File: src/rtl/tape_pkg.sv
// rtl/tape_pkg.sv - shared state encoding and ROM-loader timing constants for the tape player
package tape_pkg;

    typedef enum logic [2:0] {
        ST_IDLE,
        ST_FETCH0,
        ST_PILOT,
        ST_SYNC1,
        ST_SYNC2,
        ST_DATA,
        ST_NEXT,
        ST_PAUSE
    } tape_state_t;

    localparam int CNT_W   = 22;
    localparam int PILOT_W = 13;

    localparam int unsigned PILOT_T_DEF   = 2168;
    localparam int unsigned SYNC1_T_DEF   = 667;
    localparam int unsigned SYNC2_T_DEF   = 735;
    localparam int unsigned BIT0_T_DEF    = 855;
    localparam int unsigned BIT1_T_DEF    = 1710;
    localparam int unsigned PILOT_HDR_DEF = 8063;
    localparam int unsigned PILOT_DAT_DEF = 3223;
    localparam int unsigned PAUSE_T_DEF   = 3500000;

endpackage

File: src/rtl/tape_pulse_timer.sv
// rtl/tape_pulse_timer.sv - loadable 22-bit T-state down-counter with one-cycle done strobe
module tape_pulse_timer
    import tape_pkg::*;
(
    input  logic             CLK,
    input  logic             RESET,
    input  logic             CE,
    input  logic             load,
    input  logic [CNT_W-1:0] len,
    input  logic             hold,
    output logic             done
);

    logic [CNT_W-1:0] cnt;

    // The strobe at count 0 ends the pulse; a load on that edge starts the next with no gap.
    assign done = CE & ~hold & (cnt == '0);

    always_ff @(posedge CLK or posedge RESET) begin
        if (RESET) begin
            cnt <= '0;
        end else if (load) begin
            cnt <= len;
        end else if (CE && !hold && cnt != '0) begin
            cnt <= cnt - 1'b1;
        end
    end

endmodule

File: src/rtl/tape_player.sv
// rtl/tape_player.sv - TAP block to EAR waveform generator: pilot, syncs, data bits, pause
module tape_player
    import tape_pkg::*;
#(
    parameter int unsigned PILOT_T   = PILOT_T_DEF,
    parameter int unsigned SYNC1_T   = SYNC1_T_DEF,
    parameter int unsigned SYNC2_T   = SYNC2_T_DEF,
    parameter int unsigned BIT0_T    = BIT0_T_DEF,
    parameter int unsigned BIT1_T    = BIT1_T_DEF,
    parameter int unsigned PILOT_HDR = PILOT_HDR_DEF,
    parameter int unsigned PILOT_DAT = PILOT_DAT_DEF,
    parameter int unsigned PAUSE_T   = PAUSE_T_DEF
) (
    input  logic       CLK,
    input  logic       RESET,
    input  logic       CE,
    input  logic       PLAY,
    input  logic [7:0] DIN,
    input  logic       DIN_LAST,
    input  logic       DIN_VALID,
    output logic       DIN_READY,
    output logic       EAR,
    output logic       BUSY
);

    localparam logic [CNT_W-1:0]   L_PILOT = CNT_W'(PILOT_T - 1);
    localparam logic [CNT_W-1:0]   L_SYNC1 = CNT_W'(SYNC1_T - 1);
    localparam logic [CNT_W-1:0]   L_SYNC2 = CNT_W'(SYNC2_T - 1);
    localparam logic [CNT_W-1:0]   L_BIT0  = CNT_W'(BIT0_T - 1);
    localparam logic [CNT_W-1:0]   L_BIT1  = CNT_W'(BIT1_T - 1);
    localparam logic [CNT_W-1:0]   L_PAUSE = CNT_W'(PAUSE_T - 1);
    localparam logic [PILOT_W-1:0] L_PHDR  = PILOT_W'(PILOT_HDR - 1);
    localparam logic [PILOT_W-1:0] L_PDAT  = PILOT_W'(PILOT_DAT - 1);

    tape_state_t        state, state_n;
    logic [7:0]         shift, shift_n;
    logic               last, last_n;
    logic [PILOT_W-1:0] pilot_cnt, pilot_n;
    logic [2:0]         bit_idx, bit_n;
    logic               half, half_n;
    logic               ear, ear_n;
    logic               ready_q, ready_n;
    logic               xfer, ld, hold, done;
    logic [CNT_W-1:0]   ld_len;

    function automatic logic [CNT_W-1:0] bit_len(input logic b);
        return b ? L_BIT1 : L_BIT0;
    endfunction

    tape_pulse_timer u_timer (
        .CLK   (CLK),
        .RESET (RESET),
        .CE    (CE),
        .load  (ld),
        .len   (ld_len),
        .hold  (hold),
        .done  (done)
    );

    assign xfer      = DIN_VALID & ready_q;
    assign DIN_READY = ready_q;
    assign EAR       = ear;
    assign BUSY      = (state != ST_IDLE);

    // PAUSE ignores PLAY so a block always ends in a full silence; handshake states never count.
    assign hold = (state == ST_IDLE) || (state == ST_FETCH0) || (state == ST_NEXT) ||
                  (!PLAY && state != ST_PAUSE);

    always_comb begin
        state_n = state;
        shift_n = shift;
        last_n  = last;
        pilot_n = pilot_cnt;
        bit_n   = bit_idx;
        half_n  = half;
        ear_n   = ear;
        ld      = 1'b0;
        ld_len  = '0;
        case (state)
            ST_IDLE: begin
                if (PLAY) state_n = ST_FETCH0;
            end
            ST_FETCH0: begin
                if (xfer) begin
                    shift_n = DIN;
                    last_n  = DIN_LAST;
                    pilot_n = DIN[7] ? L_PDAT : L_PHDR;
                    ld      = 1'b1;
                    ld_len  = L_PILOT;
                    state_n = ST_PILOT;
                end
            end
            ST_PILOT: begin
                if (done) begin
                    ear_n = ~ear;
                    ld    = 1'b1;
                    if (pilot_cnt == '0) begin
                        ld_len  = L_SYNC1;
                        state_n = ST_SYNC1;
                    end else begin
                        ld_len  = L_PILOT;
                        pilot_n = pilot_cnt - 1'b1;
                    end
                end
            end
            ST_SYNC1: begin
                if (done) begin
                    ear_n   = ~ear;
                    ld      = 1'b1;
                    ld_len  = L_SYNC2;
                    state_n = ST_SYNC2;
                end
            end
            ST_SYNC2: begin
                if (done) begin
                    ear_n   = ~ear;
                    ld      = 1'b1;
                    ld_len  = bit_len(shift[7]);
                    bit_n   = 3'd7;
                    half_n  = 1'b0;
                    state_n = ST_DATA;
                end
            end
            ST_DATA: begin
                if (done) begin
                    if (!half) begin
                        ear_n  = ~ear;
                        half_n = 1'b1;
                        ld     = 1'b1;
                        ld_len = bit_len(shift[7]);
                    end else begin
                        half_n = 1'b0;
                        if (bit_idx == 3'd0) begin
                            if (last) begin
                                ear_n   = 1'b0;
                                ld      = 1'b1;
                                ld_len  = L_PAUSE;
                                state_n = ST_PAUSE;
                            end else begin
                                ear_n   = ~ear;
                                state_n = ST_NEXT;
                            end
                        end else begin
                            ear_n   = ~ear;
                            bit_n   = bit_idx - 1'b1;
                            shift_n = {shift[6:0], 1'b0};
                            ld      = 1'b1;
                            ld_len  = bit_len(shift[6]);
                        end
                    end
                end
            end
            ST_NEXT: begin
                if (xfer) begin
                    shift_n = DIN;
                    last_n  = DIN_LAST;
                    bit_n   = 3'd7;
                    half_n  = 1'b0;
                    ld      = 1'b1;
                    ld_len  = bit_len(DIN[7]);
                    state_n = ST_DATA;
                end
            end
            ST_PAUSE: begin
                if (done) state_n = ST_IDLE;
            end
            default: state_n = ST_IDLE;
        endcase
        ready_n = PLAY && (state_n == ST_FETCH0 || state_n == ST_NEXT);
    end

    always_ff @(posedge CLK or posedge RESET) begin
        if (RESET) begin
            state     <= ST_IDLE;
            shift     <= '0;
            last      <= 1'b0;
            pilot_cnt <= '0;
            bit_idx   <= '0;
            half      <= 1'b0;
            ear       <= 1'b0;
            ready_q   <= 1'b0;
        end else begin
            state     <= state_n;
            shift     <= shift_n;
            last      <= last_n;
            pilot_cnt <= pilot_n;
            bit_idx   <= bit_n;
            half      <= half_n;
            ear       <= ear_n;
            ready_q   <= ready_n;
        end
    end

endmodule

File: config.mk
export PLATFORM = sky130hd
export DESIGN_NAME = tape_player
export DESIGN_NICKNAME = d
export VERILOG_FILES = /design/src/rtl/tape_pkg.sv /design/src/rtl/tape_pulse_timer.sv /design/src/rtl/tape_player.sv
export SDC_FILE = /design/constraint.sdc
export NUM_CORES = 1
export LEC_CHECK = 0
export BUFFER_PORTS_ARGS = -buffer_cell sky130_fd_sc_hd__buf_2
export CAP_MARGIN = 25
export CORE_MARGIN = 5
export CORE_UTILIZATION = 30
export CTS_CLUSTER_SIZE = 10
export DETAILED_ROUTE_END_ITERATION = 6
export GPL_ROUTABILITY_DRIVEN = 0
export SYNTH_ARGS = -nofsm -noshare
export SYNTH_HDL_FRONTEND = slang
export SYNTH_SLANG_ARGS = --single-unit
File: constraint.sdc
create_clock -name CLK -period 2.65 [get_ports CLK]
set_input_delay 0.6625 -clock CLK [delete_from_list [all_inputs] [get_ports CLK]]
set_output_delay 0.6625 -clock CLK [all_outputs]
set_load 0.05 [all_outputs]
Word level (Yosys, flattened, before mapping)
Cells that the tools add are included.

storage, ports and cells
  register bits = 53
  output and inout bits = 3
  bits of input ports = 14

operators by class
  reduce and logical (&&, ||, !) cells = 29
  bitwise logic cells = 5
  mux-type cells = 63
  equal/unequal tests = 20
  $add $sub $neg = 3

operators by type and width
  cell                     number
  $mux W22                 6
  $pmux W22 S6             1
  $mux W11                 5
  $mux W13                 4
  $mux W3                  16
  $mux W12                 3
  $mux W8                  4
  $pmux W13 S2             1
  $pmux W3 S8              1
  $logic_not A22 Y1        1
  $reduce_bool A22 Y1      1
  $sub A22 B1 Y22 const B  1
  $mux W1                  16
  $ne A2 B2 Y1 const B     8
  $pmux W8 S2              1
  $eq A3 B3 Y1 const B     5
  $logic_not A13 Y1        1
  $sub A13 B1 Y13 const B  1
  $mux W10                 1
  $pmux W3 S3              1
  $reduce_and A4 Y1        2
  $reduce_bool A2 Y1       4
  $eq A3 B1 Y1 const B     2
  $eq A3 B2 Y1 const B     2
  18 further kinds         32

Depth between registers and ports, before layout
Gate-level depths: netlist of the first run.

  depth in word-level cells = 12
  gate-level depth with buffers = 10

Modules after synthesis
Synthesis of the first run repeated with hierarchy kept, for this count alone.

unflattened totals
  cells, all modules = 395
  area, all modules = 3570.9 µm²

modules (own cells, without submodules)
  module            area an instance (µm²)  times used  seq. area each (µm²)  cells an instance
  tape_player       2184.6                  1           775.7                 235
  tape_pulse_timer  1386.3                  1           550.5                 160

Worst setup path after synthesis of the first run
OpenSTA, ideal clock, no wires.

  kind = input-to-reg
  start = input PLAY
  end = register ready_q, in the netlist DIN_READY
  data arrival time = 2.503 ns
  setup slack = 0.020 ns
  stages on the path = 7
  setup time = 0.128 ns
  buffers on the path = 1
  cells stage by stage = mux2i_1 -> a211o_1 -> or4_4 -> buf_6 -> a21o_1 -> a211oi_2 -> mux2_1

on the way
  word-level cells in the longest chain between the ends = 11
  elaborated cells on any way between the ends = 17
  those cells by class = eq/ne (2); mux (7); bitwise (3); reduce/logical (5)

RTL lines
  item                                                 line                    source
  start: declaration                                   tape_player.sv:17       input logic PLAY,
  $logic_not A1 Y1                                     tape_player.sv:67       (!PLAY && state != ST_PAUSE);
  $logic_and A1 B1 Y1                                  tape_player.sv:67
  $logic_or A1 B1 Y1                                   tape_player.sv:66       assign hold = (state == ST_IDLE) || (state == ST_FETCH0) || (state == ST_NEXT) ||
  $not A1 Y1                                           tape_pulse_timer.sv:17  assign done = CE & ~hold & (cnt == '0);
  $and A1 B1 Y1 (2 in a row)                           tape_pulse_timer.sv:17
  $mux W3 (on tied branches)                           --
  $pmux W3 S8                                          tape_player.sv:79       case (state)
  $eq A3 B1 Y1 / $eq A3 B3 Y1 (equally long branches)  tape_player.sv:169      ready_n = PLAY && (state_n == ST_FETCH0 || state_n == ST_NEXT);
  $logic_or A1 B1 Y1                                   tape_player.sv:169
  $logic_and A1 B1 Y1 *                                tape_player.sv:169
  via ready_n                                          tape_player.sv:42       logic ready_q, ready_n;
  end signal: assignment                               tape_player.sv:190      ready_q <= ready_n;
  end: declaration                                     tape_player.sv:42

The timed path passes the listed nets; every way through them passes the cells marked *.
A chain may end at the register's enable or synchronous reset.

Worst setup path after layout of the first run
  start = register u_timer.cnt[6]
  end = register ready_q, in the netlist DIN_READY

on the way
  word-level cells in the longest chain between the ends = 7
  elaborated cells on any way between the ends = 12
  those cells by class = eq/ne (2); mux (6); bitwise (1); reduce/logical (3)

RTL lines
  item                                                 line                    source
  start: declaration                                   tape_pulse_timer.sv:14  logic [CNT_W-1:0] cnt;
  start signal: assignment                             tape_pulse_timer.sv:23  cnt <= len;
  start signal: assignment                             tape_pulse_timer.sv:25  cnt <= cnt - 1'b1;
  $logic_not A22 Y1 *                                  tape_pulse_timer.sv:17
  $and A1 B1 Y1 *                                      tape_pulse_timer.sv:17
  $mux W3 (on tied branches)                           --
  $pmux W3 S8 *                                        tape_player.sv:79
  $eq A3 B1 Y1 / $eq A3 B3 Y1 (equally long branches)  tape_player.sv:169
  $logic_or A1 B1 Y1 *                                 tape_player.sv:169
  $logic_and A1 B1 Y1 *                                tape_player.sv:169
  via ready_n                                          tape_player.sv:42

Marks and branches as above.

==> results of run 1 <==
==> logic make-up (layout without fill, tap and decap cells) <==
family,count (synthesis),after routing,share of synthesized area [%]
simple gates,147,147,23.91
xor+xnor,6,6,1.550
buf+inv,38,100,4.687
fa+ha+maj,5,5,1.845
flops,53,53,39.11
mux,19,19,6.273
compound gates,119,119,22.62
==> power groups by stage <==
stage | Sequential, mW | Combinational, mW | Clock, mW
floorplan | 1.10 | 0.782 | 0
global placement | 1.11 | 1.25 | 0
detailed placement | 1.12 | 1.27 | 0
CTS | 1.10 | 1.28 | 0.769
global route | 1.14 | 1.46 | 0.812
finish | 1.12 | 1.31 | 0.749
==> repair_timing <==
item | 4_1_cts | 5_1_grt
hold endpoints to repair | 0 | 0
pin swaps | 0 | 2
endpoints found under the setup margin | 3 | 21
setup buffers | 0 | 1
resized for setup | 2 | 9
==> state kept, by name, summed over array words and instances (netlist names) <==
signal / flops
EAR: 1
half: 1
pilot_cnt: 13
DIN_READY: 1
last: 1
shift: 8
bit_idx: 3
state: 3
u_timer.cnt: 22
==> critical path, delay by kind of cell (launching register included) <==
kind             cells  cell delay [ps]
AO/OA/AOI/OAI        2              450
AND/OR/NAND/NOR      2             1120
multiplexers         1              350
flip-flops           1              460
==> stage by stage <==
step	util, %	std cells	power (mW)	instance area, sq um
after global placement	36.54	580	2.366	3996
final	38.62	589	3.176	4223
after floorplan	-	387	1.885	3391
after detailed placement	36.54	580	2.386	3996
after CTS	38.15	588	3.156	4172
after global routing	38.62	589	3.410	4223
==> cells in the mapped netlist (2+ instances only) <==
cell	number	area [sq um]
nor4_1	10	62.56
a31oi_1	11	68.82
and4_1	3	26.28
a211oi_1	5	37.54
o2bb2ai_1	2	17.52
nand2b_1	4	25.02
xnor2_1	5	43.79
a221o_1	3	30.03
o31a_1	2	17.52
and3_1	7	43.79
dfrtp_1	53	1326
o21ai_0	29	145.1
and2_1	2	12.51
or3_1	4	25.02
nor2_1	27	101.4
o31ai_1	3	22.52
buf_2	4	20.02
a21o_1	5	37.54
or4_1	7	52.55
nor2b_1	4	25.02
a211o_1	2	17.52
nand4_1	6	37.54
mux2_2	17	191.4
o21bai_1	2	15.01
o22ai_1	2	12.51
nor3_1	20	100.1
inv_1	21	78.83
o41ai_1	2	17.52
o211ai_1	3	22.52
nand3_1	7	35.03
ha_1	5	62.56
or2_2	3	18.77
a21oi_1	31	155.2
nand2_1	31	116.4
clkbuf_1	10	37.54
o22a_1	7	61.31
==> layout by cell type, fill, tap and decap left out, types with 7 or more instances in the layout <==
master,instances
mux2_2,17
nor2_1,27
a31oi_1,11
buf_4,53
nor3_1,19
nand2_1,31
nand3_1,7
a21oi_1,30
and3_1,7
buf_2,16
o22a_1,7
inv_1,20
nor4_1,8
dfrtp_1,53
o21ai_0,27
==> worst min path at each step <==
stage                     from         endpoint  slack [ps]  cells past startpoint
detailed placement         EAR              EAR         480                      1
finish                   RESET  u_timer.cnt[19]         420                      2
global route             RESET  u_timer.cnt[19]         490                      2
global placement    bit_idx[0]       bit_idx[0]         480                      1
CTS                      RESET  u_timer.cnt[19]         450                      2
floorplan           bit_idx[0]       bit_idx[0]         450                      1
==> per-layer routing <==
metal	vias up	track usage [%]
met5	-	0
met4	0	3.403
met3	6	2.642
met2	50	23.00
met1	1558	19.49
li1	1579	-
==> final cells by class <==
cell class	instances	area, sq um	area share (%)
inverters	21	78.83	1.867
clock buffers	5	125.1	2.963
well taps	140	175.2	4.148
clock inverters	3	46.29	1.096
multi-input cells	296	1953	46.25
repair buffers	71	518.0	12.27
flip-flops and latches	53	1326	31.41
==> results by group, run 1 <==
Run status
  – Outcome: complete, no violations

Power and ir drop
  – Power Density: 752.1 mW/mm^2
  – Comb pwr share: 41.2%
  – Pleak: 1.878 nW
  – Switching Share: 36.67%
  – Psw: 1.165 mW
  – Sequential share of power: 35.2%
  – Pint: 2.011 mW
  – Worst vdd ir: 0.4364 mV
  – Clk pwr share: 23.6%

Global routing
  – Congestion Overflow GR: 0
  – Vias in the first global route: 3,228
  – Initial antenna violation count: 0
  – Total Routing Usage GR: 14.13%
  – Pin count of the biggest net entering global routing: 28
  – First-pass GRT wire length: 15,640 microns

Timing
  – # setup viols final: 0
  – Clk_skew: 2.672 ps
  – Worst-margin pin slew: 708.4 ps
  – RSZ-0062 raised after global routing: no
  – Post-layout minimum cycle time: 2514 ps
  – Final TNS setup: 0 ps
  – Slew Viols, Final: 0
  – Final hold viol count: 0
  – Setup ws final: 136.1 ps
  – Period utilisation layout: 94.86%
  – Worst relative slew slack: 52.18%
  – Minimum hold slack: 423.1 ps
  – Fmax: 0.3978 GHz

Floorplan
  – Core ar.: 0.01094 sq mm
  – Row cnt: 38
  – Die span in x: 116.3 microns
  – Die height: 116.3 microns
  – DIE AREA: 0.01353 sq mm
  – I/O Pins: 17
  – Starting density of the core: 31.01%

Yosys
  – Yosys reg bits: 53
  – Syn Area/Cell: 8.762 sq um
  – Asr flop ratio synth: 100.0%
  – Post-synth EDFFs: 0
  – Syn_nets: 406
  – Gate Count Post-Synth: 387
  – Cell Area, Synth: 0.003391 sq mm
  – Main synth FF type: dfrtp_1
  – Register area share after synthesis: 39.11%
  – Ys Warns: 0
  – Distinct cell type count after synthesis: 64

Worst setup path
  – Worst-path maximum fanout: 7
  – Reg2reg setup slack: 140 ps
  – R2R depth: 5
  – Crit path to: DIN_READY
  – Worst r2r src: u_timer.cnt[6]
  – Crit-path slowest cell: or4_1
  – Setup crit start: u_timer.cnt[6]
  – CP cell instances: or4_1 > or4_4 > a21o_1 > a211oi_2 > mux2_1
  – Worst Path Arrival: 2690 ps
  – Max incr delay on CP: 640 ps
  – CP endpoint kind: register
  – CP required: 2820 ps
  – Reg-to-reg endpoint: DIN_READY
  – WS Path Type: reg -> reg
  – CP startpoint kind: register

Clock tree
  – CTS Buf Count: 5
  – Hold buffer count at cts: 0
  – CTS tree: done
  – Clock latency on the worst-skew pair: 290 ps
  – Clock Sink Count: 53
  – H-tree depth: 2
  – Clock input transition at the sequential cells of the worst setup and hold paths: 70 ps
  – Root buf cell: clkbuf_16
  – Longest Clk Path Bufs: 2

Detailed routing
  – Initial DRC count: 183
  – Met2 WL: 4334 microns
  – Wire per inst: 15.34 microns
  – DRT antenna net count: 0
  – DR top layer: met4
  – Vias per cell: 5.421
  – DRC Markers: 0
  – Metal-1 WL: 4330 microns
  – Vias: 3,193
  – Final WL: 9034 microns
  – Routed wl met3: 300 microns
  – DR pass1 iterations: 4

Placement
  – IO Port Bufs: 16
  – DP HPWL: 6870 microns
  – Pre-CTS setup slack: -112.7 ps

Min path
  – Worst min-delay path class: in -> async

Finish
  – N_diodes: 0
  – Layout net count: 467
  – Area delta synth->final: 24.54%
  – Layout cells sized above 1: 25.61%
  – Fillers: 1,117

Job
  – Max_cap viols: 0
Note: power is estimated with default switching activity, not from simulation.
==> run 2: changes to the inputs <==
- SYNTH_HIERARCHICAL: not set -> 1
- clock period: 2.65 -> 3.2 ns (I/O delays scaled with it)
==> results by group, run 2 <==
Timing
  – Slew Viols, Final: 0 (unchanged)
  – Final TNS setup: 0 ps (unchanged)
  – Minimum hold slack: 506.5 ps (was 423.1 ps)
  – Final hold viol count: 0 (unchanged)
  – Period utilisation layout: 90.17% (was 94.86%)
  – # setup viols final: 0 (unchanged)
  – Fmax: 0.3466 GHz (was 0.3978 GHz)
  – Clk_skew: 7.578 ps (was 2.672 ps)
  – Worst relative slew slack: 40.54% (was 52.18%)
  – RSZ-0062 raised after global routing: no (unchanged)
  – Post-layout minimum cycle time: 2886 ps (was 2514 ps)
  – Worst-margin pin slew: 890.9 ps (was 708.4 ps)
  – Setup ws final: 314.5 ps (was 136.1 ps)

Global routing
  – Vias in the first global route: 2,894 (was 3,228)
  – First-pass GRT wire length: 14,900 microns (was 15,640 microns)
  – Total Routing Usage GR: 12.64% (was 14.13%)
  – Initial antenna violation count: 0 (unchanged)
  – Pin count of the biggest net entering global routing: 32 (was 28)
  – Congestion Overflow GR: 0 (unchanged)

Clock tree
  – CTS Buf Count: 5 (unchanged)
  – Clock input transition at the sequential cells of the worst setup and hold paths: 70 ps (about the same)
  – H-tree depth: 2 (unchanged)
  – Hold buffer count at cts: 0 (unchanged)
  – CTS tree: done (unchanged)
  – Post-cts sizing count: 0 (was 2)
  – Clock Sink Count: 53 (unchanged)
  – Longest Clk Path Bufs: 2 (unchanged)
  – Clock latency on the worst-skew pair: 300 ps (was 290 ps)
  – Setup bufs post-CTS: 0 (unchanged)
  – Root buf cell: clkbuf_16 (unchanged)

Yosys
  – Yosys reg bits: 53 (unchanged)
  – Top cells by area, synth: dfrtp_1 37%, mux2_2 4.7%, nor2_1 3.5%, o21ai_0 3.2%, nand2_1 2.6% (was dfrtp_1 39%, mux2_2 5.6%, a21oi_1 4.6%, o21ai_0 4.3%, nand2_1 3.4%)
  – Synth cell count leaders: 53 x dfrtp_1, 33 x nor2_1, 25 x nand2_1 (was 53 x dfrtp_1, 31 x a21oi_1, 31 x nand2_1)
  – Ys Warns: 6 (was 0)
  – Register area share after synthesis: 37.14% (was 39.11%)
  – Count leader, synth: dfrtp_1 (unchanged)
  – Largest area contributor in the netlist: dfrtp_1 (unchanged)
  – Syn Area/Cell: 9.040 sq um (was 8.762 sq um)
  – Post-synth EDFFs: 0 (unchanged)
  – Top cell type's share of synthesized area: 37.14% (was 39.11%)
  – Distinct cell type count after synthesis: 78 (was 64)
  – Asr flop ratio synth: 100.0% (unchanged)
  – Cell Area, Synth: 0.003571 sq mm (was 0.003391 sq mm)
  – Main synth FF type: dfrtp_1 (unchanged)
  – Gate Count Post-Synth: 395 (was 387)

Worst setup path
  – WS Path Type: reg -> reg (unchanged)
  – R2R depth: 8 (was 5)
  – CP required: 3390 ps (was 2820 ps)
  – Worst r2r src: u_timer/cnt[8] (was u_timer.cnt[6])
  – Worst Path Arrival: 3070 ps (was 2690 ps)
  – CP endpoint kind: register (unchanged)
  – CP startpoint kind: register (unchanged)
  – Setup crit start: u_timer/cnt[8] (was u_timer.cnt[6])
  – Worst-path maximum fanout: 14 (was 7)

Power and ir drop
  – Psw: 762.6 uW (was 1.165 mW)
  – Comb pwr share: 29.8% (was 41.2%)
  – Pleak: 1.716 nW (was 1.878 nW)
  – Power Density: 548.1 mW/mm^2 (was 752.1 mW/mm^2)
  – Worst vdd ir: 0.2327 mV (was 0.4364 mV)
  – Switching Share: 34.35% (was 36.67%)
  – Clk pwr share: 27.6% (was 23.6%)
  – Sequential share of power: 42.6% (was 35.2%)
  – Pint: 1.457 mW (was 2.011 mW)

Finish
  – Fillers: 1,178 (was 1,117)
  – Layout net count: 438 (was 467)
  – N_diodes: 0 (unchanged)
  – Layout cells sized above 1: 18.38% (was 25.61%)
  – Post-route cell area: 0.004050 sq mm (was 0.004223 sq mm)
  – Commonest non-fill, non-tap cell in the layout: dfrtp_1
  – Largest regs: u_timer/cnt x22, pilot_cnt x13, shift x8 (was u_timer.cnt x22, pilot_cnt x13, shift x8)
  – Largest Register: u_timer/cnt (was u_timer.cnt)
  – Commonest non-fill, non-tap cells in the layout: 53 x dfrtp_1, 33 x nor2_1, 25 x nand2_1 (was 53 x dfrtp_1, 53 x buf_4, 31 x nand2_1)
  – Max reg flops: 22 (unchanged)
  – Area delta synth->final: 13.42% (was 24.54%)
  – Non-Filler Instances: 562 (was 589)

Floorplan
  – Die span in x: 119.1 microns (was 116.3 microns)
  – Starting density of the core: 30.88% (was 31.01%)
  – Die height: 119.1 microns (was 116.3 microns)
  – I/O Pins: 17 (unchanged)
  – DIE AREA: 0.01418 sq mm (was 0.01353 sq mm)
  – Row cnt: 39 (was 38)
  – Core ar.: 0.01156 sq mm (was 0.01094 sq mm)

Placement
  – Placed cell area: 0.003890 sq mm (was 0.003996 sq mm)
  – Pre-CTS setup slack: 207.1 ps (was -112.7 ps)
  – IO Port Bufs: 16 (unchanged)
  – Placed cells: 555 (was 580)
  – DP HPWL: 6184 microns (was 6870 microns)

Detailed routing
  – Wire per inst: 15.31 microns (was 15.34 microns)
  – DR pass1 iterations: 5 (was 4)
  – Final WL: 8603 microns (was 9034 microns)
  – Vias per cell: 5.525 (was 5.421)
  – Vias: 3,105 (was 3,193)
  – Initial DRC count: 208 (was 183)
  – DRC Markers: 0 (unchanged)
  – DRT antenna net count: 0 (unchanged)

Min path
  – Worst min-delay path class: reg -> reg (was in -> async)
  – Hold Crit Depth: 1
  – Worst hold path startpoint: shift[5]

Run status
  – Outcome: complete, no violations (unchanged)

Job
  – Max_cap viols: 0 (unchanged)
-- run 2: changes by cell type after synthesis, moves of 5 or more --
cell	before	now
a21oi_1	31	12
nand2_1	31	25
nand3_1	7	18
xor2_1	1	7
nor2_1	27	33
o21ai_0	29	23
o22a_1	7	1
nor4_1	10	2
mux2i_1	1	7
inv_1	21	16
a41o_1	0	5
-- run 2: metal layers --
layer | track usage, % | vias up | part of all wire, % | wire length, microns
met3 | 1.848 | 14 | 3.5 | 301
met2 | 19.92 | 73 | 46 | 3922
met1 | 17.40 | 1495 | 48 | 4162
met4 | 5.141 | 0 | 2.5 | 217
met5 | 0 | - | 0 | 0
li1 | - | 1523 | - | -
-- run 2: worst paths after layout --
path / to / slack [ps]
max in group asynchronous: u_timer/cnt[14] / 1950
max reg2reg: shift[1] / 310
max: shift[1] / 310
min: shift[5] / 510
min reg2reg: shift[5] / 510
min in group asynchronous: pilot_cnt[2] / 590
-- run 2: cell type report --
type | instances | area (sq um) | share of cell area (%)
clock buffers | 5 | 125.1 | 3.089
multi-input cells | 308 | 2103 | 51.93
repair buffers | 34 | 215.2 | 5.314
inverters | 17 | 66.31 | 1.637
clock inverters | 2 | 35.03 | 0.8650
flip-flops and latches | 53 | 1326 | 32.75
well taps | 143 | 178.9 | 4.418
-- run 2: metrics by stage --
| step | power [mW] | utilization [%] |
|---|---|---|
| 2_1_floorplan | 1.415 | - |
| 3_3_place_gp | 1.602 | 33.64 |
| 3_5_place_dp | 1.619 | 33.64 |
| 4_1_cts | 2.245 | 35.02 |
| 5_1_grt | 2.382 | 35.02 |
| 6_report | 2.220 | 35.02 |
-- run 2: cell families (layout without fill, tap and decap cells) --
| family | Yosys count | in the layout | share of synthesized area, % |
|---|---|---|---|
| XOR/XNOR | 9 | 9 | 2.208 |
| AO/OA/AOI/OAI | 100 | 100 | 19.73 |
| flip-flops | 53 | 53 | 37.14 |
| AND/OR/NAND/NOR | 167 | 167 | 27.58 |
| other | 1 | 4 | 0.1050 |
| multiplexers | 23 | 23 | 7.078 |
| adder cells (fa/ha/maj) | 5 | 5 | 1.752 |
| buffers and inverters | 37 | 58 | 4.415 |
-- run 2: power by group through the flow --
| stage | clock (mW) | combinational, mW | sequential (mW) |
|---|---|---|---|
| 2_1_floorplan | 0 | 0.480 | 0.935 |
| 4_1_cts | 0.634 | 0.666 | 0.945 |
| 3_3_place_gp | 0 | 0.650 | 0.952 |
| 3_5_place_dp | 0 | 0.664 | 0.955 |
| 5_1_grt | 0.656 | 0.752 | 0.975 |
| 6_report | 0.613 | 0.661 | 0.946 |
-- run 2: worst max-delay path, stage by stage (launching register included) --
cell and delay [ps]:
dfrtp_1 410, or4_4 590, nand2b_1 280, nor3_2 250, buf_4 210, nand4b_1 140, o21bai_1 150, a21o_1 350
mux2_2 380
